==> config.mk <==
export PLATFORM = sky130hd
export DESIGN_NAME = neuron_acc
export DESIGN_NICKNAME = d
export VERILOG_FILES = /design/src/rtl/neuron_pkg.sv /design/src/rtl/sign_ext.sv /design/src/rtl/neuron_acc.sv
export SDC_FILE = /design/constraint.sdc
export NUM_CORES = 1
export LEC_CHECK = 0
export CORE_MARGIN = 5
export CORE_UTILIZATION = 38
export DETAILED_ROUTE_END_ITERATION = 10
export GPL_TIMING_DRIVEN = 0
export HOLD_SLACK_MARGIN = 0.15
export PLACE_DENSITY_LB_ADDON = 0.2
export SLEW_MARGIN = 20
export SYNTH_ARGS = -nofsm -noshare
export SYNTH_HDL_FRONTEND = slang
export SYNTH_SLANG_ARGS = --single-unit
==> constraint.sdc <==
create_clock -name clk -period 2.9 [get_ports clk]
set_input_delay 0.29 -clock clk [delete_from_list [all_inputs] [get_ports clk]]
set_output_delay 0.29 -clock clk [all_outputs]
set_load 0.02 [all_outputs]
==> src/rtl/neuron_pkg.sv <==
// Shared widths and accumulator type for the neuron datapath, so the MAC,
// accumulator and activation stages agree on operand sizes.
package neuron_pkg;

  localparam int unsigned DIN_W  = 20;
  localparam int unsigned B_W    = 8;
  localparam int unsigned DOUT_W = 22;

  typedef logic signed [DOUT_W-1:0] acc_t;

endpackage : neuron_pkg

==> src/rtl/sign_ext.sv <==
// Two's-complement sign extension from IN_W to OUT_W bits (OUT_W >= IN_W).
module sign_ext #(
  parameter int unsigned IN_W  = 8,
  parameter int unsigned OUT_W = 22
) (
  input  logic [IN_W-1:0]  value,
  output logic [OUT_W-1:0] ext
);

  // A sized cast of a signed operand replicates the sign bit into the new MSBs.
  assign ext = OUT_W'($signed(value));

endmodule : sign_ext

==> src/rtl/neuron_acc.sv <==
// Signed running-sum accumulator for one neuron: the bias is preloaded during
// reset, and one partial sum is added per clock, wrapping modulo 2^DOUT_W.
module neuron_acc
  import neuron_pkg::*;
#(
  parameter int unsigned DIN_W  = neuron_pkg::DIN_W,
  parameter int unsigned B_W    = neuron_pkg::B_W,
  parameter int unsigned DOUT_W = neuron_pkg::DOUT_W
) (
  input  logic [DIN_W-1:0]  din,
  input  logic [B_W-1:0]    b,
  input  logic              clk,
  input  logic              rst,
  output logic [DOUT_W-1:0] dout
);

  if (DOUT_W < DIN_W) begin : g_chk_din
    $error("neuron_acc: DOUT_W must be >= DIN_W");
  end
  if (DOUT_W < B_W) begin : g_chk_b
    $error("neuron_acc: DOUT_W must be >= B_W");
  end

  logic [DOUT_W-1:0] b_ext;
  logic [DOUT_W-1:0] din_ext;
  logic [DOUT_W-1:0] acc_q;

  sign_ext #(.IN_W(B_W), .OUT_W(DOUT_W)) u_ext_b (
    .value (b),
    .ext   (b_ext)
  );

  sign_ext #(.IN_W(DIN_W), .OUT_W(DOUT_W)) u_ext_din (
    .value (din),
    .ext   (din_ext)
  );

  // Reset reloads the bias; otherwise add every cycle with natural wraparound.
  always_ff @(posedge clk) begin
    if (rst) begin
      acc_q <= b_ext;
    end else begin
      acc_q <= acc_q + din_ext;
    end
  end

  assign dout = acc_q;

endmodule : neuron_acc

==> results of run 1 <==
[worst max-delay path: stages]
cell             delay, ns
clkdlybuf4s50_1       0.40
ha_1                  0.24
fa_1                  0.45
a211oi_1              0.48
nor4_2                0.13
o31ai_2               0.41
o21ai_0               0.19
xnor2_1               0.14
o21ai_0               0.18
[per-stage QoR]
stage	setup TNS [ns]	setup slack [ns]	cell area, µm²	power [mW]
after floorplan	0	0.561	1790	1.54
after global placement	-0.455	-0.226	2370	1.99
after detailed placement	-0.381	-0.205	2370	2.00
after CTS	0	0.0283	2420	2.25
after global routing	0	0.00554	2430	2.44
final	0	0.166	2430	2.24
[cell families (layout without fill, tap and decap cells)]
group	Yosys count	count (layout)	synth area share, %
compound gates	79	79	28.6
simple gates	66	66	18.5
fa+ha+maj	22	22	15.8
flops	22	22	24.6
buf+inv	15	70	3.22
xor+xnor	14	14	6.86
mux	4	4	2.38
[repair_timing]
item / 4_1_cts / 5_1_grt
hold endpoints to repair: 0 / 0
gates resized for setup: 0 / 1
setup endpoints to repair: 0 / 2
[power groups by stage]
stage / Sequential [mW] / Clock (mW) / Combinational (mW)
after floorplan: 0.635 / 0 / 0.905
after global placement: 0.491 / 0 / 1.50
after detailed placement: 0.496 / 0 / 1.51
after CTS: 0.490 / 0.237 / 1.52
after global routing: 0.505 / 0.248 / 1.69
final: 0.487 / 0.229 / 1.53
[final cells by class]
| class | count | area share, % |
|---|---|---|
| Multi-Input combinational cell | 185 | 53.4 |
| Timing Repair Buffer | 51 | 21.0 |
| Sequential cell | 22 | 18.2 |
| Tap cell | 54 | 2.78 |
| Clock buffer | 4 | 2.27 |
| Inverter | 8 | 1.24 |
| Buffer | 7 | 1.13 |
[synthesized netlist by cell type (5+ instances only)]
library cell	instances
inv_1	8
clkbuf_1	6
a21o_1	8
dfxtp_1	22
nand2_1	21
a21oi_1	15
nand3_1	8
xor2_1	5
ha_1	21
o21ai_0	25
xnor2_1	9
nor2_1	15
[per-layer routing]
layer  GRT usage (%)  part of all wire, %
met1            19.7                   48
met2            22.6                   43
met3            3.90                  7.0
met4            4.72                  1.4
met5               0                    0
[final timing paths]
check,from,endpoint,cells past startpoint
min reg2reg,dout[0],dout[0],2
max reg2reg,dout[0],dout[20],8
max,din[0],dout[20],9
min,b[4],dout[4],3
==> metrics, run 1 <==
filler instances=470; clock-pin slew on the worst setup and hold paths=~0.09 ns; peak fanout along the critical path=3; RSZ-0062 raised after global routing=no; via count=roughly 1800; Total Routed Length=4.62 mm; pin count of the biggest net entering global routing=13; final setup fails=0; Port Buffer Count=51; post-synth cell types=46; H-tree levels=1; most frequent cells in the layout=51 x clkdlybuf4s50_1, 25 x o21ai_0, 22 x dfxtp_1, 21 x nand2_1, 21 x ha_1; Antenna Cells=0; TritonCTS clock tree=built; Sw Share=between 40% and 50%; I/O Pins=52; Die Wd=78.6 µm; Sink Count=22; min Tclk post-route=2.73 ns; first-pass GRT wire length=7.30 mm; Critical Path RT=a little over 3 ns; Initial Util=38.6%; clock share of power=10.2%; ys flop type=dfxtp_1; P_sw=1.00 mW; max FFs per register=22; YS warnings=0; Mapped Cells=222; register area share after synthesis=24.6%; gpl congestion=0.851; critical path launch point type=input pin; global route overflow=0; measured slew at the worst slew-check pin=about 0.53 ns; vias in the first global route=1610; Routed wire per std cell=14.0 µm; initial antenna violation count=0; Setup Skew=0.00332 ns; Peak Freq=0.366 GHz; die area=6180 µm²; DRT iter0 DRCs=116; clk_lat worst skew=0.27 ns; Post-CTS Hold Buffers=0; Seq cells post-synth=22; Post-synth EDFFs=0; vias per cell=roughly 5.5; core area=4630 µm²; WHS=roughly 0.58 ns; most common cell after layout, fill and taps aside=clkdlybuf4s50_1; final core utilization=52.4%; Setup crit end kind=flop; r2r setup slk=0.30 ns; crit path DAT=2.92 ns; hpwl dp=approximately 3.6 mm; sequential power share=21.7%; Synth top area share=24.6%; nets=between 300 and 400; internal power=1.24 mW; die height=78.6 µm; Syn-to-layout area delta=35.7%; Gate power share=68.1%; Total Routing Usage GR=14.6%; CTS max path bufs=2; Post-synth ARST share=0%; Max-cap violations=0; Pleak=1.02 nW; Syn Nets=approximately 270; residual DRC count=0; area of the multi-input gates=1290 µm²; post-route ant nets=0; syn_area_per_cell=8.05 µm²; Hold Violations, Final=0; Max VDD drop=around 0.51 mV; Crit Path Category=in2reg; number of CTS-inserted buffers=3; fin cells=between 300 and 400; Syn Std Cell Area=between 1500 and 2000 µm²; Root Buffer=clkbuf_8; share of cells above drive strength 1=roughly 5.4%; Synth area leader=dfxtp_1; Final Max Slew Viols=0; PD cells=925 nW/µm²; most area-consuming cells after synthesis=dfxtp_1 25%, ha_1 15%, o21ai_0 7.0%; DP Cell Count=327; status=finished, final reports clean; Initial DRT Pass Iterations=4; min-delay worst type=in2reg; Relative slew margins=64.8%; Storage cell area=between 400 and 500 µm²; setup bufs post-CTS=0; row count=25; Final Cycle Share=94.3%
Power figures use the tool's default switching activity.
==> run 2, diff against run 1 <==
==> constraint.sdc (replaced) <==
create_clock -name clk -period 2.9 [get_ports clk]
set_input_delay 0.58 -clock clk [delete_from_list [all_inputs] [get_ports clk]]
set_output_delay 0.58 -clock clk [all_outputs]
set_load 0.02 [all_outputs]
==> metrics, run 2 (same netlist as run 1, synthesis figures left out) <==
status=finished, final reports clean; most common cell after layout, fill and taps aside=clkdlybuf4s50_1; Syn-to-layout area delta=36.5%; internal power=1.25 mW (+0.64%); final setup fails=0 (unchanged); Die Wd=78.6 µm (unchanged); crit path DAT=2.93 ns (about the same); Pleak=1.02 nW (+0.12%); Crit Path Category=in2reg; Routed wire per std cell=14.1 µm (+0.80%); Total Power=2.26 mW (+0.46%); via count=1817 (+0.50%); Total Routing Usage GR=14.9% (+0.26 points); vias per cell=5.49 (+0.50%); Peak Freq=0.363 GHz (-0.84%); core area=4630 µm² (unchanged); Setup crit end kind=flop; gpl congestion=0.851 (unchanged); DRT iter0 DRCs=112 (-3.4%); Antenna Cells=0 (unchanged); Relative slew margins=65.0% (+0.20 points); max incr delay on CP=0.41 ns (-0.07 ns); critical path launch point type=input pin; DP Cell Count=327 (unchanged); Final Max Slew Viols=0 (unchanged); peak fanout along the critical path=3 (unchanged); Top cell by count, worst path=o21ai_0; CTS max path bufs=2 (unchanged); Setup Skew=0.00722 ns (+0.00389 ns); max FFs per register=22 (unchanged); global route overflow=0 (unchanged); vias in the first global route=1630 (+1.2%); Final Cycle Share=95.1% (+0.80 points); Post-CTS Hold Buffers=0 (unchanged); Initial DRT Pass Iterations=4 (unchanged); number of CTS-inserted buffers=3 (unchanged); setup bufs post-CTS=0 (unchanged); die area=6180 µm² (unchanged); measured slew at the worst slew-check pin=0.525 ns (-0.00305 ns); most frequent cells in the layout=51 x clkdlybuf4s50_1, 25 x o21ai_0, 22 x dfxtp_1, 21 x nand2_1, 21 x ha_1; min Tclk post-route=2.76 ns (+0.0231 ns); Max VDD drop=0.504 mV (-0.26%); Critical Path RT=3.08 ns (about the same); sequential power share=21.6% (about the same); hpwl dp=3.60 mm (unchanged); Hold Violations, Final=0 (unchanged); clock share of power=10.0% (-0.2 points); die height=78.6 µm (unchanged); first-pass GRT wire length=7.43 mm (+1.8%); min-delay worst type=reg2reg; fin cells=331 (unchanged); Reg2Reg Depth=8 (unchanged); residual DRC count=0 (unchanged); pin count of the biggest net entering global routing=13 (unchanged); Port Buffer Count=51 (unchanged); critical path depth=9 (unchanged); slowest cell on the critical path=fa_2; Gate power share=68.5% (+0.4 points); Initial Util=38.6% (unchanged); I/O Pins=52 (unchanged); Sink Count=22 (unchanged); Root Buffer=clkbuf_8; Max-cap violations=0 (unchanged); Total Routed Length=4.66 mm (+0.80%); clk_lat worst skew=0.27 ns (about the same); setup TNS=0 ns (unchanged); row count=25 (unchanged); delay-heaviest family, CP=compound AO/OA/AOI/OAI gates; post-route ant nets=0 (unchanged); Sw Share=44.6% (-0.098 points); nets=330 (unchanged); TritonCTS clock tree=built; hold depth=2 (-1); share of cells above drive strength 1=6.14% (+0.72 points); P_sw=1.00 mW (+0.24%); RSZ-0062 raised after global routing=no; initial antenna violation count=0 (unchanged); clock-pin slew on the worst setup and hold paths=0.08 ns (about the same); H-tree levels=1 (unchanged); Crit path buffers/inverters=1 (unchanged); PD cells=924 nW/µm² (-0.16%); crit path cell chain=clkdlybuf4s50_1 -> ha_1 -> fa_2 -> a211oi_4 -> nor4_2 -> o31ai_2 -> o21ai_0 -> xnor2_1 -> o21ai_0
## run 2: cell counts in the layout (fill, tap and decap cells not counted)
No cell type changed its count.
## run 2: area by class of cell
class                   count  area (µm²)
well taps                  54        67.6
clock buffers               4        55.1
inverters                   8        30.0
flip-flops and latches     22         440
multi-input cells         185        1310
repair buffers             51         510
fillers                   470        2190
plain buffers               7        27.5
## run 2: what timing repair did
action | in CTS | in global routing
gates resized for setup | 2 | 2
setup endpoints to repair | 4 | 4
pin swaps | 0 | 1
## run 2: through the flow
step | cell area, µm² | worst slack, ns | util (%) | hold slack [ns]
after global routing | 2440 | 0.0100 | 52.7 | 0.648
final | 2440 | 0.143 | 52.7 | 0.603
after global placement | 2370 | -0.516 | 51.1 | 0.575
after detailed placement | 2370 | -0.495 | 51.1 | 0.596
after CTS | 2430 | 0.0142 | 52.5 | 0.615
after floorplan | 1790 | 0.360 | - | 0.693
## run 2: worst paths after layout
| check | start | end | slack, ns |
|---|---|---|---|
| worst min-delay path | dout[0] | dout[0] | 0.60 |
| worst min register to register | dout[0] | dout[0] | 0.60 |
| worst max register to register | dout[0] | dout[20] | 0.57 |
| worst max-delay path | din[0] | dout[20] | 0.14 |
## run 2: power by group through the flow
| stage | registers [mW] | logic (mW) | clock network (mW) |
|---|---|---|---|
| 2_1_floorplan | 0.635 | 0.905 | 0 |
| 3_3_place_gp | 0.491 | 1.50 | 0 |
| 3_5_place_dp | 0.496 | 1.51 | 0 |
| 4_1_cts | 0.490 | 1.53 | 0.237 |
| 5_1_grt | 0.505 | 1.71 | 0.248 |
| 6_report | 0.486 | 1.54 | 0.225 |
## run 2: worst register-to-register path, delay by kind of cell (launching register included)
family          cells  cell delay [ns]
fa+ha+maj           2             0.62
simple gates        1             0.11
xor+xnor            1             0.14
compound gates      4             1.05
flops               1             0.32
## run 2: per-layer routing
metal  vias up  track usage (%)  wire (µm)
li1        935                -          -
met1       824             19.9       2240
met2        52             23.0       2030
met3         6             3.90        320
met4         0             5.24         67
met5         -                0          0
==> run 3, diff against run 2 <==
- CTS_CLUSTER_SIZE: default -> 28
==> results of run 3 <==
Final layout, timing and power as in run 2 (identical DEF).
